`config.mk`:
```
export PLATFORM = sky130hd
export DESIGN_NAME = sdrc_req_arbiter
export DESIGN_NICKNAME = d
export VERILOG_FILES = /design/src/rtl/sdrc_req_arbiter.sv
export SDC_FILE = /design/constraint.sdc
export NUM_CORES = 1
export LEC_CHECK = 0
export BUFFER_PORTS_ARGS = -buffer_cell sky130_fd_sc_hd__buf_2
export CAP_MARGIN = 40
export CORE_MARGIN = 2
export CORE_UTILIZATION = 44
export CTS_CLUSTER_SIZE = 30
export DETAILED_ROUTE_END_ITERATION = 10
export HOLD_SLACK_MARGIN = 0.05
export PLACE_DENSITY = 0.8
export SLEW_MARGIN = 0
export SYNTH_ARGS = -nofsm -noshare
export SYNTH_HDL_FRONTEND = slang
export SYNTH_SLANG_ARGS = --single-unit
```
`constraint.sdc`:
```
create_clock -name wb_clk_i -period 2.3 [get_ports wb_clk_i]
set_clock_uncertainty 0.1 [all_clocks]
set_input_delay 0.345 -clock wb_clk_i [delete_from_list [all_inputs] [get_ports wb_clk_i]]
set_output_delay 0.345 -clock wb_clk_i [all_outputs]
set_load 0.02 [all_outputs]
```
`src/rtl/sdrc_req_arbiter.sv`:
```
// sdrc_req_arbiter
//   Round-robin arbiter that shares the single SDRAM controller application request
//   port among N_REQ requesters. One requester is granted, its command is latched and
//   forwarded, and the grant is held until the controller reports the matching last
//   beat. Priority then rotates to the slot after the owner.
//
// Optional feature macro: SDRC_ARB_TIMEOUT_EN
//   When defined, a watchdog aborts a transfer that has not completed within
//   TIMEOUT_CYC cycles of its grant and pulses timeout_err_o. When undefined, no
//   counter is built and timeout_err_o is tied low.
//
// Ports
//   wb_clk_i, wb_rst_i          clock and asynchronous active-high reset
//   req_i / req_addr_i /
//   req_len_i / req_wr_n_i      per-requester command inputs (packed per slot)
//   gnt_o                       one-hot grant, held for the whole transfer
//   ack_o                       1-cycle pulse to the owner when the controller accepts
//   app_req_o, app_req_*_o      latched command towards the controller
//   app_req_ack_i               controller accepted the command
//   app_last_wr_i/app_last_rd_i last write / read beat
//   busy_o                      arbiter is not idle
//   owner_o                     index of the current (or last) owner
//   timeout_err_o               1-cycle pulse on a watchdog abort
module sdrc_req_arbiter #(
    parameter int unsigned N_REQ       = 4,
    parameter int unsigned APP_AW      = 26,
    parameter int unsigned APP_RW      = 9,
    parameter int unsigned TIMEOUT_CYC = 1024
) (
    input  logic                       wb_clk_i,
    input  logic                       wb_rst_i,
    input  logic [N_REQ-1:0]           req_i,
    input  logic [N_REQ*APP_AW-1:0]    req_addr_i,
    input  logic [N_REQ*APP_RW-1:0]    req_len_i,
    input  logic [N_REQ-1:0]           req_wr_n_i,
    output logic [N_REQ-1:0]           gnt_o,
    output logic [N_REQ-1:0]           ack_o,
    output logic                       app_req_o,
    output logic [APP_AW-1:0]          app_req_addr_o,
    output logic [APP_RW-1:0]          app_req_len_o,
    output logic                       app_req_wr_n_o,
    input  logic                       app_req_ack_i,
    input  logic                       app_last_wr_i,
    input  logic                       app_last_rd_i,
    output logic                       busy_o,
    output logic [$clog2(N_REQ)-1:0]   owner_o,
    output logic                       timeout_err_o
);

    localparam int unsigned OW = $clog2(N_REQ);

    if (N_REQ < 2 || N_REQ > 8 || TIMEOUT_CYC < 1) begin : g_param_check
        $error("sdrc_req_arbiter: unsupported N_REQ or TIMEOUT_CYC");
    end

    typedef enum logic [1:0] {StIdle, StIssue, StData} state_e;

    state_e            state_q, state_d;
    logic [N_REQ-1:0]  gnt_q, gnt_d;
    logic [N_REQ-1:0]  ack_q, ack_d;
    logic              app_req_q, app_req_d;
    logic [APP_AW-1:0] addr_q, addr_d;
    logic [APP_RW-1:0] len_q, len_d;
    logic              wr_n_q, wr_n_d;
    logic [OW-1:0]     owner_q, owner_d;
    logic [OW-1:0]     rr_ptr_q, rr_ptr_d;
    logic              tmo_q, tmo_d;

    logic [APP_AW-1:0] addr_arr [N_REQ];
    logic [APP_RW-1:0] len_arr  [N_REQ];

    for (genvar i = 0; i < N_REQ; i++) begin : g_unpack
        assign addr_arr[i] = req_addr_i[i*APP_AW +: APP_AW];
        assign len_arr[i]  = req_len_i[i*APP_RW +: APP_RW];
    end

    // Round-robin scan starting at rr_ptr; the first set request wins.
    logic          win_valid;
    logic [OW-1:0] win_idx;
    logic [OW-1:0] scan_idx;

    always_comb begin
        win_valid = 1'b0;
        win_idx   = '0;
        scan_idx  = '0;
        for (int k = 0; k < N_REQ; k++) begin
            scan_idx = OW'((int'(rr_ptr_q) + k) % N_REQ);
            if (!win_valid && req_i[scan_idx]) begin
                win_valid = 1'b1;
                win_idx   = scan_idx;
            end
        end
    end

    // Only the last beat matching the owner's direction completes a transfer.
    logic          last_match;
    logic [OW-1:0] next_ptr;

    assign last_match = wr_n_q ? app_last_rd_i : app_last_wr_i;
    assign next_ptr   = (owner_q == OW'(N_REQ - 1)) ? '0 : owner_q + 1'b1;

    logic cnt_hit;

`ifdef SDRC_ARB_TIMEOUT_EN
    localparam int unsigned CntW = $clog2(TIMEOUT_CYC + 1);
    logic [CntW-1:0] cnt_q, cnt_d;

    // Held at zero while idle so it starts from zero at every grant.
    always_comb begin
        cnt_d = '0;
        if (state_q != StIdle) begin
            cnt_d = cnt_q + 1'b1;
        end
    end

    always_ff @(posedge wb_clk_i or posedge wb_rst_i) begin
        if (wb_rst_i) begin
            cnt_q <= '0;
        end else begin
            cnt_q <= cnt_d;
        end
    end

    // The edge taken while cnt_q is TIMEOUT_CYC-1 is the TIMEOUT_CYC-th busy cycle.
    assign cnt_hit = (cnt_q == CntW'(TIMEOUT_CYC - 1));
`else
    assign cnt_hit = 1'b0;
`endif

    always_comb begin
        state_d   = state_q;
        gnt_d     = gnt_q;
        ack_d     = '0;
        app_req_d = app_req_q;
        addr_d    = addr_q;
        len_d     = len_q;
        wr_n_d    = wr_n_q;
        owner_d   = owner_q;
        rr_ptr_d  = rr_ptr_q;
        tmo_d     = 1'b0;

        unique case (state_q)
            StIdle: begin
                if (win_valid) begin
                    state_d        = StIssue;
                    app_req_d      = 1'b1;
                    gnt_d          = '0;
                    gnt_d[win_idx] = 1'b1;
                    owner_d        = win_idx;
                    addr_d         = addr_arr[win_idx];
                    len_d          = len_arr[win_idx];
                    wr_n_d         = req_wr_n_i[win_idx];
                end
            end
            StIssue: begin
                if (app_req_ack_i) begin
                    app_req_d      = 1'b0;
                    ack_d[owner_q] = 1'b1;
                end
                if (app_req_ack_i && last_match) begin
                    state_d  = StIdle;
                    gnt_d    = '0;
                    rr_ptr_d = next_ptr;
                end else if (cnt_hit) begin
                    state_d   = StIdle;
                    gnt_d     = '0;
                    app_req_d = 1'b0;
                    rr_ptr_d  = next_ptr;
                    tmo_d     = 1'b1;
                end else if (app_req_ack_i) begin
                    state_d = StData;
                end
            end
            StData: begin
                if (last_match) begin
                    state_d  = StIdle;
                    gnt_d    = '0;
                    rr_ptr_d = next_ptr;
                end else if (cnt_hit) begin
                    state_d  = StIdle;
                    gnt_d    = '0;
                    rr_ptr_d = next_ptr;
                    tmo_d    = 1'b1;
                end
            end
            default: begin
                state_d = StIdle;
                gnt_d   = '0;
            end
        endcase
    end

    always_ff @(posedge wb_clk_i or posedge wb_rst_i) begin
        if (wb_rst_i) begin
            state_q   <= StIdle;
            gnt_q     <= '0;
            ack_q     <= '0;
            app_req_q <= 1'b0;
            addr_q    <= '0;
            len_q     <= '0;
            wr_n_q    <= 1'b0;
            owner_q   <= '0;
            rr_ptr_q  <= '0;
            tmo_q     <= 1'b0;
        end else begin
            state_q   <= state_d;
            gnt_q     <= gnt_d;
            ack_q     <= ack_d;
            app_req_q <= app_req_d;
            addr_q    <= addr_d;
            len_q     <= len_d;
            wr_n_q    <= wr_n_d;
            owner_q   <= owner_d;
            rr_ptr_q  <= rr_ptr_d;
            tmo_q     <= tmo_d;
        end
    end

    assign gnt_o          = gnt_q;
    assign ack_o          = ack_q;
    assign app_req_o      = app_req_q;
    assign app_req_addr_o = addr_q;
    assign app_req_len_o  = len_q;
    assign app_req_wr_n_o = wr_n_q;
    assign busy_o         = (state_q != StIdle);
    assign owner_o        = owner_q;
    assign timeout_err_o  = tmo_q;

endmodule
```
=== Word-level counts from Yosys, hierarchy flattened ===
Index checks and enable logic that the tools add are counted.
W data, S select, Z words.

* Bits in registers: 51
* Input port bits: 153
* Output and inout port bits: 49
* Word-level logic and storage cells: 96

* $add $sub $neg: 4
* Order comparisons: 9
* Equality and inequality tests: 8
* Mux-type cells: 47
* Bitwise operators: 1
* Reduce and logical (&&, ||, !) cells: 18

{| class="wikitable"
|+ Operators by type and width
! cell !! number
|-
| $bmux W26 S2 || 1
|-
| $mux W26 || 2
|-
| $mux W2 || 11
|-
| $mux W4 || 5
|-
| $bmux W9 S2 || 1
|-
| $lt A2 B3 Y1 const B || 6
|-
| $mux W9 || 2
|-
| $mux W1 || 14
|-
| $pmux W4 S3 || 1
|-
| $reduce_and A3 Y1 || 4
|-
| $bmux W1 S2 || 5
|-
| $ne A2 B2 Y1 const B || 4
|-
| $logic_and A1 B1 Y1 || 6
|-
| $pmux W2 S3 || 1
|-
| $reduce_bool A2 Y1 || 3
|-
| $add A2 B1 Y2 const B || 2
|-
| $add A2 B2 Y2 const B || 2
|-
| $demux W1 S2 || 2
|-
| $eq A2 B2 Y1 const B || 2
|-
| $ge A2 B1 Y1 const B || 2
|-
| $pmux W2 S2 || 1
|-
| $ge A3 B3 Y1 const B || 1
|-
| $logic_not A1 Y1 || 3
|-
| $ne A3 B3 Y1 const B || 1
|-
| 5 further kinds || 5
|}

=== Logic depth before layout (Yosys ltp) ===
Gate-level depths: netlist of the first run.

* Depth after elaboration: 18
* Depth in mapped cells: 9
* Depth with buffers taken out: 5

=== Least setup slack after synthesis of the first run ===
OpenSTA, ideal clock, no wires.

* Kind: flip-flop to flip-flop
* Start point: register rr_ptr_q[0]
* End point: register addr_q[23] (netlist: app_req_addr_o[23])
* Library setup time: 0.128 ns
* Arrival time: 1.547 ns
* Required time: 2.072 ns
* Slack: 0.526 ns
* Cell stages (with the launch flop): 8
* Path buffers: 2
* Clock period less this slack: 1.774 ns
* Cell sequence: dfrtp_1 > and2b_4 > nor3_1 > a211o_1 > buf_6 > buf_6 > a221oi_2 > o22ai_1

* Word-level cells in the longest chain between the ends: 16
* Elaborated cells on any way between the ends: 30
* Classes of those cells: add/sub: 3; mux: 19; bitwise: 1; reduce/logical: 7

{| class="wikitable"
|+ RTL lines
! item !! line !! source
|-
| from (decl) || 66 || <nowiki>logic [OW-1:0] rr_ptr_q, rr_ptr_d;</nowiki>
|-
| from (signal assigned) || 214 || <nowiki>rr_ptr_q <= rr_ptr_d;</nowiki>
|-
| branches (longest 16 deep; another with $add A2 B1 Y2) || n/a ||
|-
| to (signal assigned) || 210 || <nowiki>addr_q <= addr_d;</nowiki>
|-
| to (decl) || 62 || <nowiki>logic [APP_AW-1:0] addr_q, addr_d;</nowiki>
|}

Parallel ways; which one is timed is not known. The select of a mux whose other input is x is not followed.
A chain may end at the register's enable or synchronous reset.

=== Worst setup path after layout of the first run ===
* Start point: register rr_ptr_q[0]
* End point: register addr_q[5] (netlist: app_req_addr_o[5])

Same word-level chain as after synthesis.

==> flow_summary.toml, run 1 <==
[run_status]
outcome = "finished clean"

[global_routing]
grt_max_degree = 53
grt_pass1_vias = 3539
grtUsageMet2 = 0.449
use_met3 = 0.0390
grt-ovfl-total = 0
grt.total_usage = 0.255
antenna_found_initial = 0
use_met1 = 0.320
grt_pass1_wl_mm = 17.2
busiest_layer = "met2"

[layout]
num_antenna_cells = 0
drive_above_1_share = 0.458
nNetsFinal = 706
nFillCells = 658
final_cells = 649
layout-area-overhead-vs-synth_pct = 35.4

[cts]
clk_latency_ns = 0.30
clockRootBuffer = "clkbuf_8"
h-tree-depth = 2
clock_sinks = 51
cts_tree = "yes"
clockBufferDepth = 2
postCtsSetupRepairBufs = 0
cts_buffers = 5
clk_pin_slew_worst_paths_ns = 0.09

[synthesis]
muxShareOfSynthArea = 0.117
synth-main-ff-cell = "dfrtp_1"
synth_area_sq_um = 3360
synth_top_family_by_area = "compound AO/OA/AOI/OAI gates"
syn_inst = 357
synth_compound_gate_area_share = 0.273
synth-edff-count = 0
synthXorXnorAreaFrac = 0
ys_warn_count = 0
syn_nets = 514
synth-adder-area-share = 0.0149
yosysUniqueCellTypes = 36
yosysTopAreaCell = "dfrtp_1"
yosys-top-cells-area = "dfrtp_1 (38%), mux2i_1 (11%), a221oi_2 (8.5%), o22ai_1 (6.9%), o21ai_0 (6.7%)"
ys_seq_elements = 51
yosysSeqAreaShare = 0.380
yosysTopAreaCellShare = 0.380
syn_area_per_cell_sq_um = 9.42
synth_simple_gate_area_frac = 0.140
async_flop_share = 1.00

[timing]
holdWs_ns = 0.166
max_slew_margin = 0.526
worstMarginPinSlew_ns = 0.710
hold_viol = 0
finalSetupTns_ns = 0
rsz0062_at_grt = "no"
setup_violations = 0
clock.fmax_mhz = 510
fin_crit_ns = 1.96
slew_violations = 0
period_share = 0.852

[setup_path]
crit_type = "flip-flop to flip-flop"
worst_setup_path_end_kind = "flip-flop"
cp.arrival_ns = 2.05
slowest_delay_ns = 0.42
worstPathMaxFanout = 13
slowest_stage = "dfrtp_1"
critPathLaunchType = "flip-flop"
r2r_slack_ns = 0.34
r2r_cells = 6
worstPathRequired_ns = 2.39
reg2reg_to = "app_req_addr_o[5]$_DFFE_PP0P_"
r2r-start = "rr_ptr_q[0]$_DFFE_PP0P_"
crit_chain = "and2b_4 -> nor3_1 -> a211o_1 -> buf_4 -> a221oi_1 -> o22ai_1"

[routing]
antenna_left = 0
via_count = 3624
wl_per_cell_um = 16.5
vias_per_cell = 5.58
dr.pass1.iters = 4
drc_errors = 0
first_iter_violations = 193
wl_mm = 10.7

[placement]
routabilityCongestion = 0.807
hpwl_mm = 8.14
place_inst = 640
port_buffers = 200

[power]
comb_power_share = 0.607
clkPwrFrac = 0.101
power_density_nw_per_um2 = 1230
internal_power_w = 0.00294
p_leak_nw = 2.28
switching_power_w = 0.00267
seq_power_share = 0.292
ir_drop_mv = 0.586
swShare = 0.476

[floorplanning]
die_area_sq_um = 8360
die_w_um = 91.4
start_util = 0.459
die_height_um = 91.4
rows = 31
core_area_sq_um = 7330
boundaryPins = 202

[min_path]
hold_depth = 2
min_from = "app_req_ack_i"
timing.hold.worst_endpoint = "state_q[0]$_DFFE_PP0P_"
hold_path.class = "input pin to flip-flop"

[flow_run]
drv_cap = 0
per-stage QoR:
| step | setup WS, ns | area (sq um) | total power [W] | utilization |
|---|---|---|---|---|
| 3_3_place_gp | 0.389 | 4440 | 0.00494 | 0.606 |
| 4_1_cts | 0.347 | 4550 | 0.00563 | 0.621 |
| 2_1_floorplan | 0.526 | 3360 | 0.00401 | - |
| 5_1_grt | 0.259 | 4550 | 0.00602 | 0.621 |
| 3_5_place_dp | 0.327 | 4440 | 0.00506 | 0.606 |
| 6_report | 0.340 | 4550 | 0.00561 | 0.621 |
logic make-up after synthesis:
kind of cell	after synthesis
other	1
and+or+nand+nor	95
muxes	39
adders and majority gates	4
buffers and inverters	44
DFF	51
AOI/OAI and AO/OA	123
layout make-up:
class                      instances  area (sq um)  area share
multi-input combinational        262          1850       0.407
timing repair buffer             217          1160       0.254
inverter                          12          45.0     0.00990
clock buffer                       8           100      0.0220
sequential                        51          1280       0.280
tap                               99           124      0.0272
worst max-delay path, delay by kind of cell, from the launching register on:
family / cells / cell delay [ns]
AOI/OAI and AO/OA: 3 / 0.76
and+or+nand+nor: 2 / 0.32
buffers and inverters: 1 / 0.22
DFF: 1 / 0.42
timing repair:
action | 4_1_cts | 5_1_grt
endpoints found under the hold margin | 51 | 0
hold buffers | 1 | 0
resized for setup | 0 | 0
cells in the final DEF, fill, tap and decap left out, types with 4 or more instances in the layout:
cell and count:
a221oi_1 8, a221oi_2 19, and2_1 4, and3_1 10
buf_2 200, buf_4 14, clkbuf_8 7, dfrtp_1 51
ha_1 4, inv_1 11, mux2i_1 36, nand2_1 7
nand3_1 10, nand4_1 10, nor2_1 41, o21ai_0 45
o22ai_1 36
sequential cells by signal, indices dropped and copies added, names as in the netlist:
| name | count |
|---|---|
| ack_o | 4 |
| app_req_addr_o | 26 |
| app_req_len_o | 9 |
| app_req_o | 1 |
| app_req_wr_n_o | 1 |
| gnt_o | 4 |
| owner_o | 2 |
| rr_ptr_q | 2 |
| state_q | 2 |
synth_stat cells, types with 2 or more instances:
| cell | number |
|---|---|
| o21a_1 | 2 |
| nand2b_1 | 2 |
| inv_1 | 12 |
| o21ai_1 | 2 |
| clkbuf_1 | 11 |
| o22ai_1 | 37 |
| buf_6 | 7 |
| mux2_2 | 3 |
| nor3_1 | 2 |
| nand4_1 | 10 |
| buf_4 | 6 |
| o21ai_0 | 45 |
| and3_1 | 10 |
| a21oi_1 | 3 |
| nor2b_1 | 3 |
| buf_2 | 8 |
| a221oi_2 | 19 |
| a221oi_1 | 8 |
| ha_1 | 4 |
| nand3_1 | 10 |
| nand2_1 | 7 |
| o21bai_1 | 2 |
| dfrtp_1 | 51 |
| nor2_1 | 41 |
| nor3b_1 | 2 |
| and2_1 | 5 |
| mux2i_1 | 36 |
routing by layer:
metal	up-vias	wire [um]	share of wire
met5	-	0	0
met4	0	201	0.019
met3	15	775	0.073
met2	194	5420	0.51
met1	1692	4290	0.40
li1	1723	-	-
worst max path at each step:
stage,from,to,cells past startpoint
detailed placement,req_i[0],app_req_len_o[3]$_DFFE_PP0P_,7
global route,rr_ptr_q[0]$_DFFE_PP0P_,app_req_addr_o[5]$_DFFE_PP0P_,6
floorplan,rr_ptr_q[0]$_DFFE_PP0P_,app_req_addr_o[23]$_DFFE_PP0P_,7
CTS,rr_ptr_q[0]$_DFFE_PP0P_,app_req_addr_o[5]$_DFFE_PP0P_,6
finish,rr_ptr_q[0]$_DFFE_PP0P_,app_req_addr_o[5]$_DFFE_PP0P_,6
global placement,req_i[0],app_req_len_o[8]$_DFFE_PP0P_,7
power groups by stage:
stage          combinational [W]  sequential (W)  clock [W]
2_1_floorplan            0.00197         0.00204          0
3_3_place_gp             0.00332         0.00162          0
3_5_place_dp             0.00341         0.00165          0
4_1_cts                  0.00342         0.00164   0.000581
5_1_grt                  0.00371         0.00170   0.000614
6_report                 0.00340         0.00164   0.000565
(Power assumes the default switching activity.)
==> run 2: changes to the inputs <==
CORE_UTILIZATION = 40   (was 44)
PLACE_DENSITY = 0.77   (was 0.8)
clock period = 1.6 ns   (was 2.3 ns; I/O delays follow)
==> flow_summary.toml, run 2 (synthesis gave the netlist of run 1 again) <==
[run_status]
outcome = "finished with violations"
violations = "negative setup slack"

[routing]
wl_per_cell_um = 17.0
antenna_left = 0
dr_wl_met3_um = 759
via_count = 3750
dr.pass1.iters = 4
first_iter_violations = 143
wl_mm = 11.6
wl_met1_mm = 4.60
vias_per_cell = 5.51
drc_errors = 0
top_layer = "met4"
dr_wl_met2_mm = 5.99

[flow_run]
drv_cap = 0

[setup_path]
r2r_cells = 6
worst_setup_path_end_kind = "flip-flop"
critPathLaunchType = "flip-flop"
worstPathMaxFanout = 14
r2r_slack_ns = -0.24
crit_type = "flip-flop to flip-flop"
cp.arrival_ns = 1.92
worstPathRequired_ns = 1.69

[power]
p_leak_nw = 2.48
ir_drop_mv = 0.851
total_power_w = 0.00902
power_density_nw_per_um2 = 1800

[placement]
port_buffers = 200
dpl_cell_area_sq_um = 4720
hpwl_mm = 8.65
routabilityCongestion = 0.895

[floorplanning]
die_height_um = 95.7
boundaryPins = 202
rows = 33
die_w_um = 95.7
start_util = 0.411
core_area_sq_um = 8180
die_area_sq_um = 9150

[global_routing]
grt_pass1_wl_mm = 17.4
grt_pass1_vias = 3660
grt_max_degree = 52
grt-ovfl-total = 0
antenna_found_initial = 0
grt.total_usage = 0.245

[cts]
clockBufferDepth = 2
clk_pin_slew_worst_paths_ns = 0.11
h-tree-depth = 2
clockRootBuffer = "clkbuf_8"
cts_buffers = 5
clock_sinks = 51
cts_tree = "yes"
clk_latency_ns = 0.31

[timing]
fin_crit_ns = 1.84
hold_viol = 0
fin_ws_ns = -0.236
period_share = 1.15
setup_violations = 37
slew_violations = 0
rsz0062_at_grt = "yes"
finalSetupTns_ns = -6.57
holdWs_ns = 0.0965
clock.fmax_mhz = 545

[layout]
final_common_cell = "buf_2"
num_antenna_cells = 0
nNetsFinal = 732
drive_above_1_share = 0.510
largest_reg_flops = 26
layout-area-overhead-vs-synth_pct = 48.9
fin_area_sq_um = 5010
final_cell_mix = "buf_2 (200), dfrtp_1 (50), o21ai_0 (43)"

[min_path]
hold_path.class = "input pin to flip-flop"
hold_depth = 3
==> run 2: what timing repair did <==
action	CTS	global route
buffers inserted	1	0
gates resized for setup	15	12
setup endpoints to repair	42	43
endpoints found under the hold margin	52	0
pin swaps	1	3
gates cloned	1	1
hold buffers	2	0
==> run 2: final timing paths <==
| check | start | end |
|---|---|---|
| max | rr_ptr_q[0]$_DFFE_PP0P_ | app_req_addr_o[5]$_DFFE_PP0P_ |
| min in group asynchronous | wb_rst_i | app_req_addr_o[19]$_DFFE_PP0P_ |
| min | req_addr_i[43] | app_req_addr_o[17]$_DFFE_PP0P_ |
| min reg2reg | state_q[0]$_DFFE_PP0P_ | state_q[0]$_DFFE_PP0P_ |
| max in group asynchronous | wb_rst_i | app_req_addr_o[1]$_DFFE_PP0P_ |
| max reg2reg | rr_ptr_q[0]$_DFFE_PP0P_ | app_req_addr_o[5]$_DFFE_PP0P_ |
==> run 2: power breakdown <==
group / internal, W / switching, W
Clock: 0.000467 / 0.000461
Combinational: 0.00253 / 0.00323
Sequential: 0.00188 / 0.000449
==> run 2: worst max-delay path: stages, from the launching register on <==
cell and delay [ns]:
dfrtp_1 0.40, and2b_4 0.28, nor3_2 0.04, a211o_1 0.30
buf_12 0.19, a221oi_1 0.29, o22ai_1 0.11
==> run 2: per-stage QoR <==
step / std cells / setup WS, ns / util
after global routing: 681 / -0.305 / 0.612
after detailed placement: 669 / -0.219 / 0.577
final: 681 / -0.236 / 0.612
after global placement: 669 / -0.201 / 0.577
after CTS: 680 / -0.216 / 0.601
after floorplan: 357 / -0.117 / -
==> run 2: area by class of cell <==
class	instances	area (sq um)
flip-flops and latches	51	1280
fillers	718	3170
repair buffers	243	1490
clock inverters	3	43.8
inverters	12	45.0
multi-input cells	262	1950
clock buffers	5	68.8
well taps	105	131
==> run 2: routing by layer <==
| layer | GRT usage | vias to the layer above |
|---|---|---|
| met5 | 0 | - |
| met4 | 0.0869 | 0 |
| met3 | 0.0324 | 24 |
| met2 | 0.433 | 188 |
| met1 | 0.305 | 1767 |
| li1 | - | 1771 |
==> run 3: changes to the inputs <==
ABC_AREA = 1   (was not set)
CELL_PAD_IN_SITES_DETAIL_PLACEMENT = 0   (was not set)
CELL_PAD_IN_SITES_GLOBAL_PLACEMENT = 2   (was not set)
CORE_UTILIZATION = 21   (was 40)
==> flow_summary.toml, run 3 <==
[synthesis]
synth_simple_gate_area_frac = 0.546
synth_compound_gate_area_share = 0.0196
ys_top_cells_by_count = "nand2_1 (366), nand3_1 (79), dfrtp_1 (51)"
synth-adder-area-share = 0.0122
synth_top_family_by_area = "simple AND/OR/NAND/NOR gates"
yosys-top-cells-area = "nand2_1 (34%), dfrtp_1 (31%), nand3_1 (9.7%), nand2_2 (6.6%), buf_6 (2.2%)"
yosysTopAreaCell = "nand2_1"
yosysTopAreaCellShare = 0.336
synth-edff-count = 0
syn_area_per_cell_sq_um = 6.32
async_flop_share = 1.00
yosysSeqAreaShare = 0.312
syn_nets = 804
syn_inst = 647
ys_warn_count = 0
synth_area_sq_um = 4090
yosysUniqueCellTypes = 29
ys_seq_elements = 51
synth-main-ff-cell = "dfrtp_1"
synthXorXnorAreaFrac = 0
muxShareOfSynthArea = 0.00275
post-synth-top-count-cell = "nand2_1"

[cts]
clk_latency_ns = 0.30
clk_pin_slew_worst_paths_ns = 0.07
clockBufferDepth = 2
clockRootBuffer = "clkbuf_16"
clock_sinks = 51
cts_buffers = 5
cts_tree = "yes"
h-tree-depth = 2

[floorplanning]
core_area_sq_um = 19300
boundaryPins = 202
die_area_sq_um = 20600
die_w_um = 144
die_height_um = 144
start_util = 0.212
rows = 51

[global_routing]
grt-ovfl-total = 0
antenna_found_initial = 1
grt_pass1_vias = 4281
grt_pass1_wl_mm = 22.2
grt.total_usage = 0.138
grt_max_degree = 48

[power]
p_leak_nw = 3.74
comb_power_share = 0.829
switching_power_w = 0.0103
swShare = 0.526
ir_drop_mv = 1.08
total_power_w = 0.0195
internal_power_w = 0.00925
power_density_nw_per_um2 = 3030
seq_power_share = 0.116
clkPwrFrac = 0.055

[placement]
place_ws_ns = -0.472
dpl_cell_area_sq_um = 5510
port_buffers = 200
hpwl_mm = 11.2
routabilityCongestion = 0.736

[layout]
final_common_cell = "nand2_1"
fin_area_sq_um = 6440
nNetsFinal = 1026
final_cell_mix = "nand2_1 (325), buf_2 (199), nand3_1 (75)"
drive_above_1_share = 0.444
num_antenna_cells = 0
largest_reg_flops = 26
layout-area-overhead-vs-synth_pct = 57.5
final_core_util = 0.334

[timing]
clock.fmax_mhz = 474
fin_ws_ns = -0.512
hold_viol = 0
period_share = 1.32
slew_violations = 0
rsz0062_at_grt = "yes"
setup_violations = 44
fin_crit_ns = 2.11

[setup_path]
slowest_delay_ns = 0.44
worstPathRequired_ns = 1.75
r2r_slack_ns = -0.51
crit_chain = "buf_6 -> nand2_4 -> nand2_8 -> nand2_4 -> nand2_4 -> a21oi_4 -> nand2_4 -> buf_12 -> nand2_8 -> clkbuf_16 -> nand2_1 -> nand2_1 -> nand2_1 -> nand2_1 -> nand2_1 -> nand2_1"
worst_setup_path_end_kind = "flip-flop"
worstPathMaxFanout = 13
cp.arrival_ns = 2.26
cp-startpoint = "rr_ptr_q[0]$_DFFE_PP0P_"
r2r-start = "rr_ptr_q[0]$_DFFE_PP0P_"
slowest_stage = "dfrtp_2"
r2r_cells = 16
reg2reg_to = "app_req_addr_o[11]$_DFFE_PP0P_"
crit_top_cell = "nand2_1"
critPathLaunchType = "flip-flop"
crit_type = "flip-flop to flip-flop"

[routing]
via_count = 4750
wl_per_cell_um = 15.1
drc_errors = 0
vias_per_cell = 4.19
first_iter_violations = 184
wl_mm = 17.1
antenna_left = 0
dr.pass1.iters = 4

[run_status]
violations = "negative setup slack"
outcome = "finished with violations"

[min_path]
min_from = "app_req_ack_i"
hold_depth = 3
hold_path.class = "input pin to flip-flop"
timing.hold.worst_endpoint = "ack_o[2]$_DFF_PP0_"

[flow_run]
drv_cap = 0
-- run 3: cell types whose count changed after synthesis, moves of 19 or more --
cell,previous run,this run
a221oi_2,19,0
o22ai_1,37,0
nand2_1,7,366
nand2_2,0,43
mux2i_1,36,0
nor2_1,41,12
o21ai_0,45,5
nand3_1,10,79
-- run 3: routing by layer --
| layer | track usage | part of all wire | vias up |
|---|---|---|---|
| met5 | 0 | 0.00076 | - |
| met2 | 0.233 | 0.49 | 129 |
| met3 | 0.0257 | 0.050 | 14 |
| met4 | 0.0372 | 0.010 | 2 |
| met1 | 0.180 | 0.45 | 2156 |
| li1 | - | - | 2449 |
-- run 3: area by class of cell --
cell class | count | area [sq um]
clock buffers | 5 | 125
clock inverters | 3 | 15.0
fillers | 2166 | 12800
inverters | 22 | 95.1
multi-input cells | 534 | 2740
flip-flops and latches | 51 | 1280
well taps | 265 | 332
repair buffers | 255 | 1850
-- run 3: kinds of logic (layout without fill, tap and decap cells) --
logic type / count (synthesis) / after routing
compound gates: 13 / 13
mux: 1 / 1
buf+inv: 63 / 285
flops: 51 / 51
other cells: 1 / 1
simple gates: 514 / 515
fa+ha+maj: 4 / 4
-- run 3: worst max path at each step --
stage / endpoint / slack [ns] / cells after the start
2_1_floorplan: app_req_addr_o[17]$_DFFE_PP0P_ / -0.25 / 17
6_report: app_req_addr_o[11]$_DFFE_PP0P_ / -0.51 / 16
3_5_place_dp: app_req_addr_o[18]$_DFFE_PP0P_ / -0.47 / 14
5_1_grt: app_req_len_o[0]$_DFFE_PP0P_ / -0.62 / 16
3_3_place_gp: app_req_addr_o[6]$_DFFE_PP0P_ / -0.47 / 14
4_1_cts: app_req_wr_n_o$_DFFE_PP0P_ / -0.47 / 14
-- run 3: critical path, delay by kind of cell, from the launching register on --
kind / cells / cell delay, ns
and+or+nand+nor: 12 / 0.85
DFF: 1 / 0.44
AOI/OAI and AO/OA: 1 / 0.16
buffers and inverters: 3 / 0.50
-- run 3: what timing repair did --
item	in CTS	in global routing
hold buffers	1	0
resized for setup	9	102
pin swaps	1	25
gates cloned	0	15
setup endpoints to repair	47	47
setup buffers	0	7
endpoints found under the hold margin	15	0
-- run 3: power by group through the flow --
stage	clock (W)	sequential [W]	combinational, W
finish	0.00108	0.00226	0.0162
global route	0.00118	0.00233	0.0178
CTS	0.00115	0.00223	0.0125
detailed placement	0	0.00224	0.0124
global placement	0	0.00223	0.0124
floorplan	0	0.00279	0.00862
-- run 3: stage by stage --
stage          instances  setup TNS [ns]  hold slack, ns
2_1_floorplan        647           -9.78           0.253
3_3_place_gp        1104          -17.65           0.173
3_5_place_dp        1104          -17.81           0.171
4_1_cts             1113          -18.07          0.0684
5_1_grt             1135          -24.87           0.104
6_report            1135          -19.58          0.0836
